[src/rtl/mult_pkg.sv]
// Shared types and constants for the 16x16 shift-add multiplier controller.
package mult_pkg;

  localparam int unsigned WIDTH_M = 16;
  localparam int unsigned WIDTH_C = 4;
  localparam int unsigned WIDTH_P = 2 * WIDTH_M;

  // Value of the iteration counter on the final CALC cycle.
  localparam logic [WIDTH_C-1:0] ITER_LAST = WIDTH_C'(WIDTH_M - 1);

  // Sequencer states. The values are explicit so the legacy encoding is kept.
  typedef enum logic [1:0] {
    IDLE = 2'd0,
    CALC = 2'd1,
    DONE = 2'd2
  } mult_state_e;

endpackage

[src/rtl/mult_iter_shadow.sv]
// Shadow iteration counter. It tracks the CALC cycles independently of the
// datapath counter and raises a sticky error whenever the datapath's
// last-iteration flag disagrees with the shadow count.
module mult_iter_shadow #(
  parameter int unsigned WIDTH_M = mult_pkg::WIDTH_M,
  parameter int unsigned WIDTH_C = mult_pkg::WIDTH_C
) (
  input  logic clk,
  input  logic reset,
  input  logic start_i,
  input  logic step_i,
  input  logic count_check_i,
  output logic err_o
);

  localparam logic [WIDTH_C-1:0] LAST = WIDTH_C'(WIDTH_M - 1);

  logic [WIDTH_C-1:0] cnt_q, cnt_d;
  logic               err_q, err_d;

  // Next-state logic: clear on accept, count and compare on every CALC cycle.
  always_comb begin
    cnt_d = cnt_q;
    err_d = err_q;
    if (start_i) begin
      cnt_d = '0;
    end else if (step_i) begin
      cnt_d = cnt_q + WIDTH_C'(1);
      if (count_check_i != (cnt_q == LAST)) begin
        err_d = 1'b1;
      end
    end
  end

  // State registers. The error flag is cleared only by reset.
  always_ff @(posedge clk or negedge reset) begin
    if (!reset) begin
      cnt_q <= '0;
      err_q <= 1'b0;
    end else begin
      cnt_q <= cnt_d;
      err_q <= err_d;
    end
  end

  assign err_o = err_q;

endmodule

[src/rtl/mult_controller.sv]
// FSM sequencer for the 16x16 shift-add multiplier datapath.
// It accepts a request on src_valid/src_ready, strobes load_words + flush,
// then issues one add_shift or shift per multiplier bit, and finally holds
// dest_valid until dest_ready.
// Optional build macro MULT_ZERO_SKIP_EN: a zero operand skips CALC and goes
// straight to DONE.
module mult_controller
  import mult_pkg::*;
#(
  parameter int unsigned WIDTH_M = mult_pkg::WIDTH_M,
  parameter int unsigned WIDTH_C = mult_pkg::WIDTH_C
) (
  input  logic clk,
  input  logic reset,
  input  logic src_valid,
  output logic src_ready,
  output logic dest_valid,
  input  logic dest_ready,
  input  logic multiplier_lsb,
  input  logic count_check,
  input  logic empty,
  output logic load_words,
  output logic flush,
  output logic add_shift,
  output logic shift,
  output logic busy,
  output logic err
);

  mult_state_e state_q, state_d;
  logic        accept;
  logic        in_calc;

  assign accept  = (state_q == IDLE) && src_valid;
  assign in_calc = (state_q == CALC);

`ifndef MULT_ZERO_SKIP_EN
  logic unused_empty;
  assign unused_empty = empty;
`endif

  // Next state and Mealy datapath strobes.
  always_comb begin
    state_d    = state_q;
    load_words = 1'b0;
    flush      = 1'b0;
    add_shift  = 1'b0;
    shift      = 1'b0;
    case (state_q)
      IDLE: begin
        if (src_valid) begin
          load_words = 1'b1;
          flush      = 1'b1;
`ifdef MULT_ZERO_SKIP_EN
          state_d    = empty ? DONE : CALC;
`else
          state_d    = CALC;
`endif
        end
      end
      CALC: begin
        add_shift = multiplier_lsb;
        shift     = !multiplier_lsb;
        if (count_check) begin
          state_d = DONE;
        end
      end
      DONE: begin
        if (dest_ready) begin
          state_d = IDLE;
        end
      end
      default: state_d = IDLE;
    endcase
  end

  // State register. Reset aborts any operation in flight.
  always_ff @(posedge clk or negedge reset) begin
    if (!reset) begin
      state_q <= IDLE;
    end else begin
      state_q <= state_d;
    end
  end

  assign src_ready  = (state_q == IDLE);
  assign dest_valid = (state_q == DONE);
  assign busy       = (state_q != IDLE);

  mult_iter_shadow #(
    .WIDTH_M(WIDTH_M),
    .WIDTH_C(WIDTH_C)
  ) u_shadow (
    .clk          (clk),
    .reset        (reset),
    .start_i      (accept),
    .step_i       (in_calc),
    .count_check_i(count_check),
    .err_o        (err)
  );

endmodule

[config.mk]
export PLATFORM = sky130hd
export DESIGN_NAME = mult_controller
export DESIGN_NICKNAME = d
export VERILOG_FILES = /design/src/rtl/mult_pkg.sv /design/src/rtl/mult_iter_shadow.sv /design/src/rtl/mult_controller.sv
export SDC_FILE = /design/constraint.sdc
export NUM_CORES = 1
export LEC_CHECK = 0
export ABC_AREA = 1
export CORE_AREA = 5 5 42 44
export DETAILED_ROUTE_END_ITERATION = 7
export DIE_AREA = 0 0 47 49
export GPL_TIMING_DRIVEN = 0
export HOLD_SLACK_MARGIN = 0.08
export PLACE_DENSITY_LB_ADDON = 0.1
export SLEW_MARGIN = 30
export SYNTH_ARGS = -nofsm -noshare
export SYNTH_HDL_FRONTEND = slang
export SYNTH_HIERARCHICAL = 1
export SYNTH_SLANG_ARGS = --single-unit
[constraint.sdc]
create_clock -name clk -period 1.5 [get_ports clk]
set_clock_uncertainty 0.05 [all_clocks]
set_input_delay 0.45 -clock clk [delete_from_list [all_inputs] [get_ports clk]]
set_output_delay 0.45 -clock clk [all_outputs]
set_load 0.01 [all_outputs]
Word level (Yosys, flattened, before mapping)

Index checks and enable logic that the tools add are counted.

Register bits: 7
Output and inout bits: 8
Logic and storage cells: 29

Add/sub/neg operators: 1
Equality and inequality tests: 7
Multiplexer cells: 10
Bitwise operators: 1
Reduce and logical (&&, ||, !) cells: 7

Operators by type and width:

| operator                                                                | number |
|---|---|
| 4-bit two-way mux                                                       | 2 |
| 2-bit two-way mux                                                       | 3 |
| 2-bit one-hot mux with 3 select lines                                   | 1 |
| 3-bit AND reduction                                                     | 2 |
| 4-bit by 1-bit adder with 4-bit output, second input constant           | 1 |
| 4-bit equality test, second input constant                              | 1 |
| 1-bit two-way mux                                                       | 4 |
| 2-bit inequality test, second input constant                            | 2 |
| 2-bit nonzero test                                                      | 2 |
| 2-bit by 1-bit equality test with 1-bit output, second input constant   | 1 |
| 2-bit equality test, second input constant                              | 1 |
| 2-bit zero test                                                         | 1 |
| 2-bit by 1-bit inequality test with 1-bit output, second input constant | 1 |
| 1-bit logical AND                                                       | 1 |
| 1-bit zero test                                                         | 1 |
| 1-bit inequality test                                                   | 1 |
| 1-bit inverter                                                          | 1 |

Logic depth before layout (Yosys ltp)

Gate-level depths: netlist of run 1.

Depth after elaboration: 4
Depth in mapped cells: 8
Gate-level depth less buffers: 8

Hierarchy

Netlist of run 1, hierarchy kept.

Modules (own cells, without submodules):

| module           | times used | cells an instance | area each (µm²) | sequential area each (µm²) |
|---|---|---|---|---|
| mult_iter_shadow | 1          | 32                | 252.7           | 125.1 |
| mult_controller  | 1          | 22                | 137.6           | 50.0 |

Worst setup path after synthesis of run 1

Ideal clock, no wire load.

Kind: register to output
From: reg state_q[0]
To: out load_words
Arrival: 1006 ps
Data required time: 1000 ps
Path slack: -6 ps
Cell stages (with the launch flop): 5
Cell sequence: dfrtp_1 -> nor2_2 -> nand2_2 -> inv_1 -> buf_4

Word-level cells in the longest chain between the ends: 2

RTL lines:

| what                   | line                  | source |
|---|---|---|
| start, declared        | mult_controller.sv:30 | `mult_state_e state_q, state_d;` |
| start signal, assigned | mult_controller.sv:82 | `state_q <= state_d;` |
| 2-bit zero test        | n/a                   |  |
| named net src_ready    | mult_controller.sv:16 | `output logic src_ready,` |
| 1-bit two-way mux      | mult_controller.sv:49 | `case (state_q)` |
| end, declared          | mult_controller.sv:22 | `output logic load_words,` |

The timed path passes the listed nets, and every way through them passes these cells.

Worst setup path in the final report of run 1

From: reg state_q[0]
To: out load_words

Word-level cells in the longest chain between the ends: 2

RTL lines:

| what              | line |
|---|---|
| 2-bit zero test   | mult_controller.sv:49 |
| 1-bit two-way mux | mult_controller.sv:49 |

Every way passes these cells.

==> metrics.md, run 1 <==
| Metric | Value |
|---|---|
| Status | complete, but fails checks |
| Failing checks | setup timing |
| Final core utilization | 42.23% |
| Rows | 14 |
| Mux cell area share after synthesis | under 10% |
| WP buf/inv | 3 |
| Initial antenna violation count | 0 |
| Pwr dens | ~1700 nW/um^2 |
| Vias/cell | ~4.3 |
| Synth top area share | around 45% |
| Synth cell types | 13 |
| Initial core utilization | between 20% and 30% |
| Synth area leader | dfrtp_1 |
| DR iter-0 viols | 8 |
| CTS tree | done |
| Total Routing Usage GR | approximately 8.6% |
| N_diodes | 0 |
| Largest cells by area after synthesis | dfrtp_1, nand2_1, inv_1 |
| Post-Synth Adder-Cell Area | around 3.2% |
| Critical Path Max Stage Delay | approximately 0.42 ns |
| Worst-skew pair later-pin latency | around 0.25 ns |
| VDD IR max | just over 0.0006 V |
| Share of layout cells above drive strength 1 | a little under a third |
| Syn nets | 62 |
| Compound-cell area share of the yosys netlist | roughly 1.3% |
| Boundary Pins | 15 |
| Pleak | between 0.3 and 0.4 nW |
| Worst Setup End Kind | output pin |
| Pre-CTS setup slack | -0.8041 ns |
| Fin area | 591.8 sq um |
| Routed Antenna Nets | 0 |
| Fmax | about 0.63 GHz |
| Critical path class | register to output pin |
| DR vias | slightly below 400 |
| Total grt overflow | 0 |
| RSZ-0062 raised after global routing | yes |
| Min Tclk post-route | 1.599 ns |
| Final setup fails | 6 |
| Final wirelength | roughly 860 microns |
| Cells along the critical path | nor2_4 > nand2_2 > inv_4 > buf_6 > buf_6 |
| Gate Count Post-Synth | 54 |
| Gpl congestion | 0.6961 |
| Max-slew headroom | 78.10% |
| Die Wd | roughly 47 microns |
| Synth-to-Final Area Change | 51.60% |
| CTS Root Cell | clkbuf_4 |
| TritonCTS buffer count | 3 |
| Mapped Area | 390.4 sq um |
| Core area | 1401 sq um |
| CP max FO | 3 |
| First-pass GRT wire length | between 1 and 1.5 mm |
| Commonest non-fill, non-tap cell in the layout | nand2_1 |
| Total placed cells including tap cells | a little over 80 |
| Crit-path leading delay family | flip-flops |
| CP arrival | between 1 and 1.5 ns |
| Count of pins over their slew limit | 0 |
| Slew @ Worst Pin | approximately 0.33 ns |
| Final Worst Setup Slack | -0.09850 ns |
| H-Tree Depth | 1 |
| Critical Path RT | 1.00 ns |
| CP max-delay cell | dfrtp_2 |
| Yosys warnings | 6 |
| Top cell by count, worst path | buf_6 |
| DRC Markers | 0 |
| Final-report hold violation count | 0 |
| CTS max path bufs | 2 |
| Total Nets Final | 84 |
| Number of buffers added on ports | 13 |
| Post-synthesis sequential element count | 7 |
| XOR/XNOR Fraction of Synth Area | 0% |
| Area after DPL | between 500 and 600 sq um |
| Die area | 2303 sq um |
| Max-cap violations | 0 |
| Clk slew on worst S/H paths | around 0.05 ns |
| Final period util | 106.6% |
| PnR Total Power | ~1.0 mW |
| Detailed placement HPWL | between 600 and 700 microns |
| Largest net degree at the start of global routing | 8 |
| Post-synthesis area per instance | 7.229 sq um |
| Seq/Total Area, Yosys | 44.87% |
| Startpoint types | register |
| Wire per inst | approximately 9.4 microns |
| Hold WC Path Type | register to register |
| Chip Height | between 40 and 50 microns |
| Most frequent cells in the layout | nand2_1, inv_1, nor2_1, dfrtp_1 |
| Hold_buf cts | 0 |
| Fillcell total | 155 |
| DRT Pass-1 Iters | 4 |
| Largest family of logic cells by synthesized area | simple AND/OR/NAND/NOR gates |
| Post-Synth Simple-Gate Area | between 30% and 40% |
| Clock sinks | 7 |
| Layout Cells excl Fill | around 90 |
| Vias in the first global route | between 300 and 400 |
## cell usage after synthesis
cell	count
nand2_1	13
inv_1	12
nor2_1	8
dfrtp_1	7
nand3_1	5
nor2_2	2
a21oi_1	1
buf_4	1
ha_1	1
mux2_2	1
nand2_2	1
nand4_1	1
nor3_1	1
## metal layers
| metal | vias up | global-route usage (%) | routed length, microns |
|---|---|---|---|
| met5 | - | 0 | 0 |
| met1 | 167 | 9.577 | 359 |
| met4 | 0 | 6.912 | 10 |
| met2 | 17 | 11.99 | 384 |
| li1 | 204 | - | - |
| met3 | 2 | 3.690 | 103 |
## kinds of logic (layout without fill, tap and decap cells)
group	after synthesis	count (layout)
compound gates	1	1
flops	7	7
fa+ha+maj	1	1
simple gates	31	31
mux	1	1
buf+inv	13	34
## metrics by stage
step                hold WS (ns)  TNS [ns]
floorplan                 0.1044         0
finish                    0.4090   -0.4139
global route              0.4352   -0.8430
detailed placement        0.4075    -3.276
global placement          0.3988    -3.253
CTS                       0.4149   -0.5607
## where the power goes
part           internal (mW)  switching, mW
Clock                  0.101         0.0670
Sequential             0.246         0.0540
Combinational          0.261          0.276
## registers in the layout (all words and copies together) (netlist names)
register	count
state_q	2
u_shadow/cnt_q	4
u_shadow/err_o	1
## worst min-delay path, cell delays in order, from the launching register on
cell	delay, ns
dfrtp_1	0.33
inv_1	0.04
nand2_1	0.06
## cell type report
class / instances / area (sq um) / area share (%)
plain buffers: 1 / 11.26 / 1.903
clock buffers: 4 / 26.28 / 4.440
inverters: 12 / 47.55 / 8.034
multi-input cells: 34 / 175.2 / 29.60
flip-flops and latches: 7 / 176.4 / 29.81
well taps: 16 / 20.02 / 3.383
repair buffers: 17 / 135.1 / 22.83
## worst paths after layout
check,from,endpoint,slack [ns],cells after the start
min in group asynchronous,reset,u_shadow/cnt_q[3],0.42,1
max reg2reg,state_q[0],u_shadow/cnt_q[0],0.06,8
min reg2reg,u_shadow/err_o,u_shadow/err_o,0.41,2
min,u_shadow/err_o,u_shadow/err_o,0.41,2
max,state_q[0],load_words,-0.1,5
max in group asynchronous,reset,state_q[0],0.72,1
## repair_timing
action	in CTS	in global routing
hold endpoints to repair	0	0
resized for setup	34	3
buffers inserted	3	1
pin swaps	2	2
setup endpoints to repair	8	7
(Power assumes the default switching activity.)
==> run 2, diff against run 1 <==
--- a/config.mk
+++ b/config.mk
@@ -7,13 +7,12 @@
 export LEC_CHECK = 0
 export ABC_AREA = 1
 export CORE_AREA = 5 5 42 44
+export CTS_BUF_LIST = sky130_fd_sc_hd__clkbuf_4
 export DETAILED_ROUTE_END_ITERATION = 7
 export DIE_AREA = 0 0 47 49
 export GPL_TIMING_DRIVEN = 0
 export HOLD_SLACK_MARGIN = 0.08
-export PLACE_DENSITY_LB_ADDON = 0.1
 export SLEW_MARGIN = 30
 export SYNTH_ARGS = -nofsm -noshare
 export SYNTH_HDL_FRONTEND = slang
-export SYNTH_HIERARCHICAL = 1
 export SYNTH_SLANG_ARGS = --single-unit
==> run 2 against run 1 <==
  * The run still ends with setup timing left
  * Non-clock buffer count rose by 8
  * Combinational power rose by 35%
  * Cell count rose by 4.4%
  * Final area rose by 11%
  * Worst hold slack got worse by 0.0099 ns
  * Maximum frequency fell by 0.93%
  * Via count rose by 12%
==> metrics.md, run 2 <==
| Metric | Value |
|---|---|
| Status | complete, but fails checks |
| Failing checks | setup timing |
| N_diodes | 0 |
| DRC Markers | 0 |
| Final-report hold violation count | 0 |
| Top reg by flops | u_shadow.cnt_q |
| Fin area | 654.4 sq um |
| Critical Path RT | 1.00 ns |
| Pleak | between 0.3 and 0.4 nW |
| Worst Setup End Kind | output pin |
| Cells along the critical path | nor2_4 > nand2_2 > inv_2 > buf_6 > buf_6 |
| Syn nets | between 50 and 60 |
| Routed Antenna Nets | 0 |
| Asr flop ratio synth | 100.0% |
| Rows | 14 |
| Min Tclk post-route | ~1.6 ns |
| Die area | about 2300 sq um |
| Initial antenna violation count | 0 |
| CTS Root Cell | clkbuf_4 |
| Hold WC Path Type | input port to asynchronous set/reset pin |
| Total placed cells including tap cells | 79 |
| Count of pins over their slew limit | 0 |
| Synth top cells by count | nand2_1, inv_1, dfrtp_1, nor2_1, nand3_1 |
| VDD IR max | about 0.00067 V |
| Post-synthesis area per instance | 7.582 sq um |
| Largest cells by area after synthesis | dfrtp_1, nand2_1, inv_1 |
| Vias/cell | between 4 and 5 |
| DR iter-0 viols | 3 |
| Final period util | 107.6% |
| Fin Hold WS | roughly 0.4 ns |
| Final Worst Setup Slack | -0.1135 ns |
| Clock sinks | 7 |
| Total Routing Usage GR | 11.00% |
| CP max-delay cell | dfrtp_1 |
| Most frequent cells in the layout | buf_4, nand2_1, inv_1, dfrtp_1, buf_2 |
| Most numerous cell in the Yosys netlist | nand2_1 |
| Mapped Area | 379.1 sq um |
| Initial core utilization | 27.05% |
| Max-slew headroom | between 70% and 80% |
| Detailed placement HPWL | 673.6 microns |
| First-pass GRT wire length | 1.807 mm |
| Sequential cell area | between 150 and 200 sq um |
| Total Nets Final | just under 90 |
| Pre-CTS setup slack | -0.7184 ns |
| RSZ-0062 raised after global routing | yes |
| DRT Pass-1 Iters | 4 |
| R2R Path End | u_shadow.cnt_q[2] |
| Die Wd | 47 microns |
| Clk slew on worst S/H paths | 0.06 ns |
| Post-synthesis sequential element count | 7 |
| H-Tree Depth | 1 |
| Critical path class | register to output pin |
| TritonCTS buffer count | 3 |
| Crit Reg-Reg Startpoint | state_q[1] |
| Final wirelength | about 1.0 mm |
| CP arrival | 1.11 ns |
| Footprint of the multi-input gates | 188.9 sq um |
| Max reg flops | 4 |
| CP max FO | 3 |
| Synth-to-Final Area Change | 72.61% |
| Crit-path leading delay family | flip-flops |
| Commonest non-fill, non-tap cell in the layout | buf_4 |
| Wire per inst | between 10 and 15 microns |
| Synth area leader | dfrtp_1 |
| Synth cell types | 15 |
| Fillcell total | about 150 |
| Flop2flop setup slack | ~0.010 ns |
| Layout Cells excl Fill | 95 |
| Slew @ Worst Pin | between 0.3 and 0.4 ns |
| Fmax | around 0.62 GHz |
| Gate Count Post-Synth | 50 |
| Yosys warnings | 0 |
| DR vias | about 440 |
| Pwr dens | approximately 1900 nW/um^2 |
| Number of synthesized flops with an enable pin | 0 |
| Synth top area share | around 46% |
| Startpoint types | register |
| Chip Height | 49 microns |
| Gpl congestion | 0.7698 |
| Seq/Total Area, Yosys | about 46% |
| Boundary Pins | 15 |
| WP buf/inv | 3 |
| Core area | between 1000 and 1500 sq um |
| PnR Total Power | 1.236 mW |
| Largest net degree at the start of global routing | 8 |
| Final setup fails | 7 |
| Vias in the first global route | between 400 and 500 |
| CTS tree | done |
| Synth Flop Type | dfrtp_1 |
| Top cell by count, worst path | buf_6 |
| CTS max path bufs | 2 |
| Critical Path Max Stage Delay | between 0.4 and 0.5 ns |
| Max-cap violations | 0 |
| Final core utilization | 46.70% |
| Setup TNS | -0.4966 ns |
| Area after DPL | between 500 and 600 sq um |
| Number of buffers added on ports | 13 |
| Worst-skew pair later-pin latency | between 0.2 and 0.3 ns |
| Cell depth of the worst flop-to-flop path | 9 |
| Total grt overflow | 0 |
| Share of layout cells above drive strength 1 | 45.57% |
run 2: changes by cell type after synthesis:
cell      change
a21oi_1       -1
inv_1         -4
inv_2         +1
mux2_2        -1
nand3_1       -1
nand3b_1      +1
nor2_1        -2
nor2_2        -2
nor2_4        +1
nor3_1        -1
o21ai_0       +1
o21ai_1       +3
o31ai_1       +1
run 2: worst max path at each step:
| stage | startpoint | end | slack, ns | cells after the start |
|---|---|---|---|---|
| after global routing | state_q[1] | load_words | -0.17 | 5 |
| after global placement | src_valid | load_words | -0.72 | 5 |
| after floorplan | state_q[1] | load_words | 0.06 | 4 |
| after CTS | state_q[0] | load_words | -0.14 | 5 |
| after detailed placement | src_valid | load_words | -0.72 | 5 |
| final | state_q[1] | load_words | -0.11 | 5 |
run 2: worst reg2reg max path, stage by stage (launching register included):
cell and delay, ns:
dfrtp_1 0.42, nor2_4 0.13, nand2_2 0.07, buf_4 0.13, buf_4 0.12, buf_4 0.12, buf_4 0.12, buf_4 0.12
o21ai_2 0.05, nor2_1 0.05
run 2: kinds of logic (layout without fill, tap and decap cells):
| family | after synthesis | in the layout | synth area share (%) |
|---|---|---|---|
| adders and majority gates | 1 | 1 | 3.300 |
| AOI/OAI and AO/OA | 5 | 5 | 7.259 |
| DFF | 7 | 7 | 46.21 |
| and+or+nand+nor | 27 | 27 | 32.35 |
| buffers and inverters | 10 | 39 | 10.89 |
run 2: repair_timing:
| action | 4_1_cts | 5_1_grt |
|---|---|---|
| buffers inserted | 9 | 3 |
| endpoints found under the setup margin | 8 | 9 |
| pin swaps | 4 | 3 |
| endpoints found under the hold margin | 0 | 0 |
| resized for setup | 37 | 7 |
| hold buffers | 0 | 0 |
run 2: area by class of cell:
class | instances | area share [%]
buffer | 1 | 1.721
tap | 16 | 3.059
multi-input combinational | 33 | 28.87
sequential | 7 | 26.96
inverter | 9 | 5.163
timing repair buffer | 25 | 29.64
clock buffer | 4 | 4.589
run 2: layer usage:
metal  vias up  share of wire (%)  track usage (%)
met1       201                 35            12.16
met5         -                  0                0
met3         4                 10            4.059
li1        213                  -                -
met2        17                 52            16.97
met4         0                3.7            6.912
run 2: report_power, final:
| part | switching, mW | internal [mW] |
|---|---|---|
| Sequential | 0.0686 | 0.247 |
| Clock | 0.0724 | 0.120 |
| Combinational | 0.342 | 0.386 |
| Total | 0.483 | 0.753 |
